<file path="config.mk">
export PLATFORM = sky130hd
export DESIGN_NAME = uart_tx_arb
export DESIGN_NICKNAME = d
export VERILOG_FILES = /design/src/rtl/uart_tx_arb.sv
export SDC_FILE = /design/constraint.sdc
export NUM_CORES = 1
export LEC_CHECK = 0
export ABC_AREA = 1
export CORE_MARGIN = 4
export CORE_UTILIZATION = 39
export CTS_CLUSTER_DIAMETER = 120
export CTS_CLUSTER_SIZE = 16
export DETAILED_ROUTE_END_ITERATION = 10
export PLACE_DENSITY = 0.89
export SYNTH_ARGS = -nofsm -noshare
export SYNTH_HDL_FRONTEND = slang
export SYNTH_SLANG_ARGS = --single-unit
</file>
<file path="constraint.sdc">
create_clock -name clk -period 1.5 [get_ports clk]
set_input_delay 0.3 -clock clk [delete_from_list [all_inputs] [get_ports clk]]
set_output_delay 0.3 -clock clk [all_outputs]
set_load 0.1 [all_outputs]
</file>
<file path="src/rtl/uart_tx_arb.sv">
// uart_tx_arb: arbitrates four byte-stream requesters onto a single uart_tx.
// A requester that presents a byte with req_last=0 locks the arbiter so that
// its whole packet goes out before anyone else is granted.
//
// Ports:
//   clk       system clock, rising edge
//   rst       synchronous active-high reset
//   req_vld   per-requester byte valid (bit i = requester i)
//   req_data  requester i byte in bits [8i+7:8i]
//   req_last  bit i high = byte i ends requester i's packet
//   req_ack   one-hot one-cycle accept pulse
//   owner     index of the most recently granted requester
//   busy      high whenever the FSM is not idle
//   tx_start  one-cycle start pulse to uart_tx
//   tx_data   byte to uart_tx, held until the next accept
//   tx_rdy    uart_tx idle/ready
//
// Build option: define UART_TX_ARB_RR_EN for round-robin selection among
// unlocked requesters; otherwise selection is fixed priority (lowest wins).

module uart_tx_arb (
  input  logic        clk,
  input  logic        rst,
  input  logic [3:0]  req_vld,
  input  logic [31:0] req_data,
  input  logic [3:0]  req_last,
  output logic [3:0]  req_ack,
  output logic [1:0]  owner,
  output logic        busy,
  output logic        tx_start,
  output logic [7:0]  tx_data,
  input  logic        tx_rdy
);

  typedef enum logic [1:0] {StIdle, StWaitBusy, StWaitDone} state_e;

  state_e      state_q;
  logic        lock_q;
  logic [3:0]  req_ack_q;
  logic [1:0]  owner_q;
  logic        busy_q;
  logic        tx_start_q;
  logic [7:0]  tx_data_q;
`ifdef UART_TX_ARB_RR_EN
  logic [1:0]  ptr_q;
  logic [1:0]  cand;
`endif

  logic        win_vld;
  logic [1:0]  win_idx;
  logic [7:0]  win_data;
  logic        win_last;

  // Winner selection. While locked only the current owner may be granted.
  always_comb begin
    win_idx = owner_q;
    win_vld = req_vld[owner_q];
`ifdef UART_TX_ARB_RR_EN
    cand    = ptr_q;
`endif
    if (!lock_q) begin
      win_vld = |req_vld;
`ifdef UART_TX_ARB_RR_EN
      win_idx = ptr_q;
      // Scan from the farthest offset down so the nearest one after ptr wins.
      for (int i = 3; i >= 0; i--) begin
        cand = ptr_q + 2'(i);
        if (req_vld[cand]) win_idx = cand;
      end
`else
      for (int i = 3; i >= 0; i--) begin
        if (req_vld[i]) win_idx = 2'(i);
      end
`endif
    end
    win_data = req_data[{win_idx, 3'b000} +: 8];
    win_last = req_last[win_idx];
  end

  always_ff @(posedge clk) begin
    if (rst) begin
      state_q    <= StIdle;
      lock_q     <= 1'b0;
      req_ack_q  <= 4'b0000;
      owner_q    <= 2'd0;
      busy_q     <= 1'b0;
      tx_start_q <= 1'b0;
      tx_data_q  <= 8'h00;
`ifdef UART_TX_ARB_RR_EN
      ptr_q      <= 2'd0;
`endif
    end else begin
      tx_start_q <= 1'b0;
      req_ack_q  <= 4'b0000;
      case (state_q)
        StIdle: begin
          if (tx_rdy && win_vld) begin
            tx_start_q <= 1'b1;
            tx_data_q  <= win_data;
            req_ack_q  <= 4'b0001 << win_idx;
            owner_q    <= win_idx;
            lock_q     <= ~win_last;
            busy_q     <= 1'b1;
            state_q    <= StWaitBusy;
`ifdef UART_TX_ARB_RR_EN
            if (win_last) ptr_q <= win_idx + 2'd1;
`endif
          end
        end
        // Wait for uart_tx to report it has picked up the byte.
        StWaitBusy: begin
          if (!tx_rdy) state_q <= StWaitDone;
        end
        StWaitDone: begin
          if (tx_rdy) begin
            state_q <= StIdle;
            busy_q  <= 1'b0;
          end
        end
        default: begin
          state_q <= StIdle;
          busy_q  <= 1'b0;
        end
      endcase
    end
  end

  assign req_ack  = req_ack_q;
  assign owner    = owner_q;
  assign busy     = busy_q;
  assign tx_start = tx_start_q;
  assign tx_data  = tx_data_q;

endmodule
</file>
# == Word-level counts from Yosys, hierarchy flattened ==
# Cells that the tools add are included.
# word_totals
regBits,19
input_bits,43
output_inout_bits,16
word_cells,46
# classes
magnitude_cmp,2
n_eq_ne,5
shifts,2
mux,18
n_bitwise,4
n_reduce_logical,8
# ops
cell,count
indexed part select 32 x 6 -> 8 bit,1
two-way mux 2 bit,8
"< comparator 2 x 3 -> 1 bit, second input constant",2
two-way mux 1 bit,6
"!= test 2 bit, second input constant",3
case mux 2 bit (3 select lines),1
AND reduction 3 bit,2
binary-select mux 1 bit (select 2 bit),2
NOT 1 bit,4
OR reduction 4 bit,1
"left shift 1 x 2 -> 4 bit, first input constant",1
case mux 1 bit (3 select lines),1
OR reduction 3 bit,1
"equality test 2 x 1 -> 1 bit, second input constant",1
"equality test 2 bit, second input constant",1
logical NOT 2 bit,1
AND reduction 2 bit,1
OR reduction 2 bit,1
logical AND 1 bit,1

# == Logic depth before layout (Yosys ltp) ==
# logic_depth
depth_word,8
depth_mapped,11
mapped_depth_nobuf,10

# == Least setup slack after synthesis ==
# Ideal clock, no wire load.
# synth_path
path_type,register to register
startpoint,"reg owner_q[0], in the netlist owner[0]"
endpoint,"reg tx_data_q[0], in the netlist tx_data[0]"
setup_ns,0.061
arrival_ns,1.942
required_time_ns,1.439
slack_ns,-0.503
stages_incl_launch_ff,11
path_buffers,0
period_less_slack_ns,2.003
path_cell_list,dfxtp_1 -> inv_1 -> nand2_1 -> nand3_1 -> nand3_1 -> nand2_1 -> nand2_4 -> nand2_4 -> inv_1 -> nand2_1 -> nand2_1
# synth_between
elab_chain_len,6
elab_cells_between_ends,11
cone_classes,shift (1); mux (8); reduce/logical (2)
# synth_rtl
item,line,rtl
from (decl),40,logic [1:0] owner_q;
from (signal assigned),101,owner_q <= win_idx;
two-way mux 2 bit (4 in a row),72,if (req_vld[i]) win_idx = 2'(i);
two-way mux 2 bit,61,if (!lock_q) begin
indexed part select 32 x 6 -> 8 bit,76,"win_data = req_data[{win_idx, 3'b000} +: 8];"
to (signal assigned),99,tx_data_q <= win_data;
to (decl),43,logic [7:0] tx_data_q;
# Parallel ways exist; a longest one is shown, timed or not. The select of a mux whose other input is x is not followed.
# A chain may end at the register's enable or synchronous reset.

# == Worst setup path after layout ==
# layout_path
startpoint,in req_vld[2]
endpoint,"reg req_ack_q[0], in the netlist req_ack[0]"
# layout_between
elab_chain_len,6
elab_cells_between_ends,12
cone_classes,shift (1); mux (7); bitwise (1); reduce/logical (3)
# layout_rtl
item,line,rtl
from (decl),24,"input logic [3:0] req_vld,"
binary-select mux 1 bit (select 2 bit),57,win_vld = req_vld[owner_q];
two-way mux 1 bit (implied by the code),57,
two-way mux 1 bit,61,
logical AND 1 bit,97,if (tx_rdy && win_vld) begin
NOT 1 bit (no line),--,
OR reduction 3 bit (no line),--,
to (signal assigned),100,req_ack_q <= 4'b0001 << win_idx;
to (decl),39,logic [3:0] req_ack_q;
# Parallel ways exist; a longest one is shown, timed or not. The select of a mux whose other input is x is not followed.

==> flow_metrics.py <==
metrics = {
    "worst_setup_path": {
        "path_depth": 8,
        "crit_buf_inv": 3,
        "max_stage_delay_ns": 0.50,
        "worstSetupPathType": "in2reg",
        "crit_end": "req_ack[0]",
        "crit_path_top_delay_cell": "clkdlybuf4s50_1",
        "path_cells": "clkdlybuf4s50_1 > inv_1 > o21ai_1 > nand2_1 > nand2_2 > nand2_4 > buf_4 > nor3_1",
        "worstSetupStartpointType": "primary input",
        "worstReg2RegStart": "owner[0]",
        "cp_top_family": "buffers and inverters",
        "critical_path.startpoint": "req_vld[2]",
        "r2r_end": "req_ack[0]",
        "worstPathRequired_ns": 1.72,
        "path_max_fanout": 20,
        "crit_arrival_ns": 1.68,
        "reg2reg_depth": 9,
        "ff2ff_setup_slack_ns": 0.13,
        "critPathCaptureType": "register",
    },
    "sta": {
        "tightestPinTransition_ns": 0.248,
        "drv_slew": 0,
        "max_freq_mhz": 686,
        "rsz0062_at_grt": "yes",
        "slew_headroom_pct": 83.5,
        "worst_slack_ns": 0.0417,
        "tns_ns": 0,
        "fin_crit_sh_pct": 97.2,
        "hold_viol": 0,
        "finalClockSkew_ns": 0.00229,
        "post-route-min-period_ns": 1.46,
        "setup_viol": 0,
    },
    "route": {
        "route.detailed.drc": 0,
        "ant_nets": 0,
        "wirelength_mm": 3.36,
        "drt_iter0_drc": 59,
        "firstDrtPassIters": 7,
        "num_vias": 1386,
        "vias_per_cell": 4.99,
        "drt-wirelength-per-cell_um": 12.1,
    },
    "cells_and_area": {
        "fin_area_um2": 2020,
        "final_cell_mix": "nand3_1 (46), clkdlybuf4s50_1 (41), nand2_1 (40)",
        "drive_gt1_share_pct": 16.6,
        "layout_commonest_cell": "nand3_1",
        "syn2layout_area_growth_pct": 73.6,
        "multiInputGateArea_um2": 589,
        "final_nets": 291,
        "utilization_pct": 71.9,
        "register_area_um2": 385,
        "diodes": 0,
        "fillers": 219,
    },
    "placement": {
        "dpl_cell_area_um2": 1960,
        "portBuffers": 58,
        "post-place-ws_ns": -0.278,
        "hpwl_mm": 2.58,
        "place_congestion": 0.855,
    },
    "clocking": {
        "cts.clk_slew.worst_paths_ns": 0.11,
        "hold_buffers": 0,
        "clock_latency_ns": 0.30,
        "cts_sinks": 19,
        "cts_buffers": 3,
        "cts_root_buffer": "clkbuf_4",
        "htree_levels": 1,
        "cts_max_path_buffers": 2,
        "tritoncts": "done",
    },
    "global_routing": {
        "antenna_found_initial": 0,
        "grt_pass1_wl_mm": 5.08,
        "grt_pass1_vias": 1233,
        "grt-ovfl-total": 0,
        "grtUsageTotal_pct": 15.5,
        "grt_max_degree": 21,
    },
    "job": {
        "cap_violations": 0,
    },
    "synth": {
        "syn-instance-count": 184,
        "avgSynthCellArea_um2": 6.31,
        "ys_seq_area_share_pct": 32.8,
        "ys_ff_latch": 19,
        "netlist_area_um2": 1160,
        "synthDistinctLibCells": 20,
        "synth_warnings": 0,
        "syn_nets": 227,
    },
    "die": {
        "die_w_um": 62.6,
        "die_height_um": 62.6,
        "die_area_um2": 3910,
        "core_area_um2": 2810,
        "start_util_pct": 41.4,
        "num_rows": 19,
        "top_level_ports": 59,
    },
    "status": {
        "outcome": "complete, no violations",
    },
    "power": {
        "power.leakage_nw": 0.989,
        "power_density_nw_per_um2": 850,
        "ir_drop_uv": 472,
    },
    "worst_hold_path": {
        "hold_start": "tx_data[0]",
        "min_path_cells": 2,
        "min_path_type": "reg2reg",
    },
}
sequential cells by signal, summed over array words and instances (netlist names):
| signal | count |
|---|---|
| owner | 2 |
| busy | 1 |
| req_ack | 4 |
| tx_start | 1 |
| tx_data | 8 |
| state_q | 2 |
| lock_q | 1 |
logic make-up (layout without fill, tap and decap cells):
group	count (synthesis)	count (layout)	synth area share (%)
and+or+nand+nor	109	109	45.3
buffers and inverters	45	108	16.9
DFF	19	19	32.8
AOI/OAI and AO/OA	11	11	5.06
power breakdown:
group	switching, mW	internal (mW)	leakage [nW]
clock network	0.164	0.0995	0.0177
registers	0.0480	0.548	0.157
logic	0.496	0.358	0.814
total	0.708	1.01	0.989
stage by stage:
step,power (mW),std cells,hold WS [ns]
floorplan,1.10,184,0.377
global placement,1.43,273,0.479
detailed placement,1.45,273,0.484
CTS,1.70,277,0.502
global route,1.79,278,0.521
finish,1.71,278,0.501
Yosys cell counts:
cell type   n  area [um2]
a21oi_1     4        20.0
nand2_2     2        12.5
nand2_4     3        33.8
nor3_1      1        5.00
nor2_1     10        37.5
o21a_1      1        7.51
nor3b_1     1        7.51
nand3_1    46         230
nand2_1    42         158
buf_6       2        22.5
o21ai_1     1        5.00
nor2_8      1        20.0
nor4_1      1        6.26
inv_1      37         139
o21ai_0     4        20.0
buf_2       4        20.0
nand3b_1    2        15.0
dfxtp_1    19         380
o22ai_1     1        6.26
buf_4       2        15.0
worst min path at each step:
stage,to,slack (ns)
floorplan,state_q[1],0.38
global placement,tx_data[1],0.48
detailed placement,tx_data[0],0.48
CTS,tx_data[0],0.50
global route,tx_data[0],0.52
finish,tx_data[0],0.50
final cells by class:
cell class / instances / share of cell area, %
clock buffers: 3 / 1.12
clock inverters: 1 / 0.248
inverters: 37 / 6.89
multi-input cells: 120 / 29.2
flip-flops and latches: 19 / 19.1
well taps: 31 / 1.92
repair buffers: 67 / 41.5
worst register-to-register path, delay by kind of cell, from the launching register on:
| kind | cells | cell delay (ns) |
|---|---|---|
| buffers and inverters | 2 | 0.16 |
| flip-flops | 1 | 0.39 |
| AND/OR/NAND/NOR | 7 | 0.73 |
per-layer routing:
metal  vias up  global-route usage (%)  share of wire [%]
met1       623                    16.1                 36
met4         0                    4.96                1.1
li1        704                       -                  -
met2        55                    31.2                 55
met5         -                       0                  0
met3         4                    2.52                7.2
timing repair:
action                     in CTS  in global routing
setup endpoints to repair       0                 15
buffers inserted                0                  1
hold endpoints to repair        0                  0
resized for setup               0                  5
(Power assumes the default switching activity.)
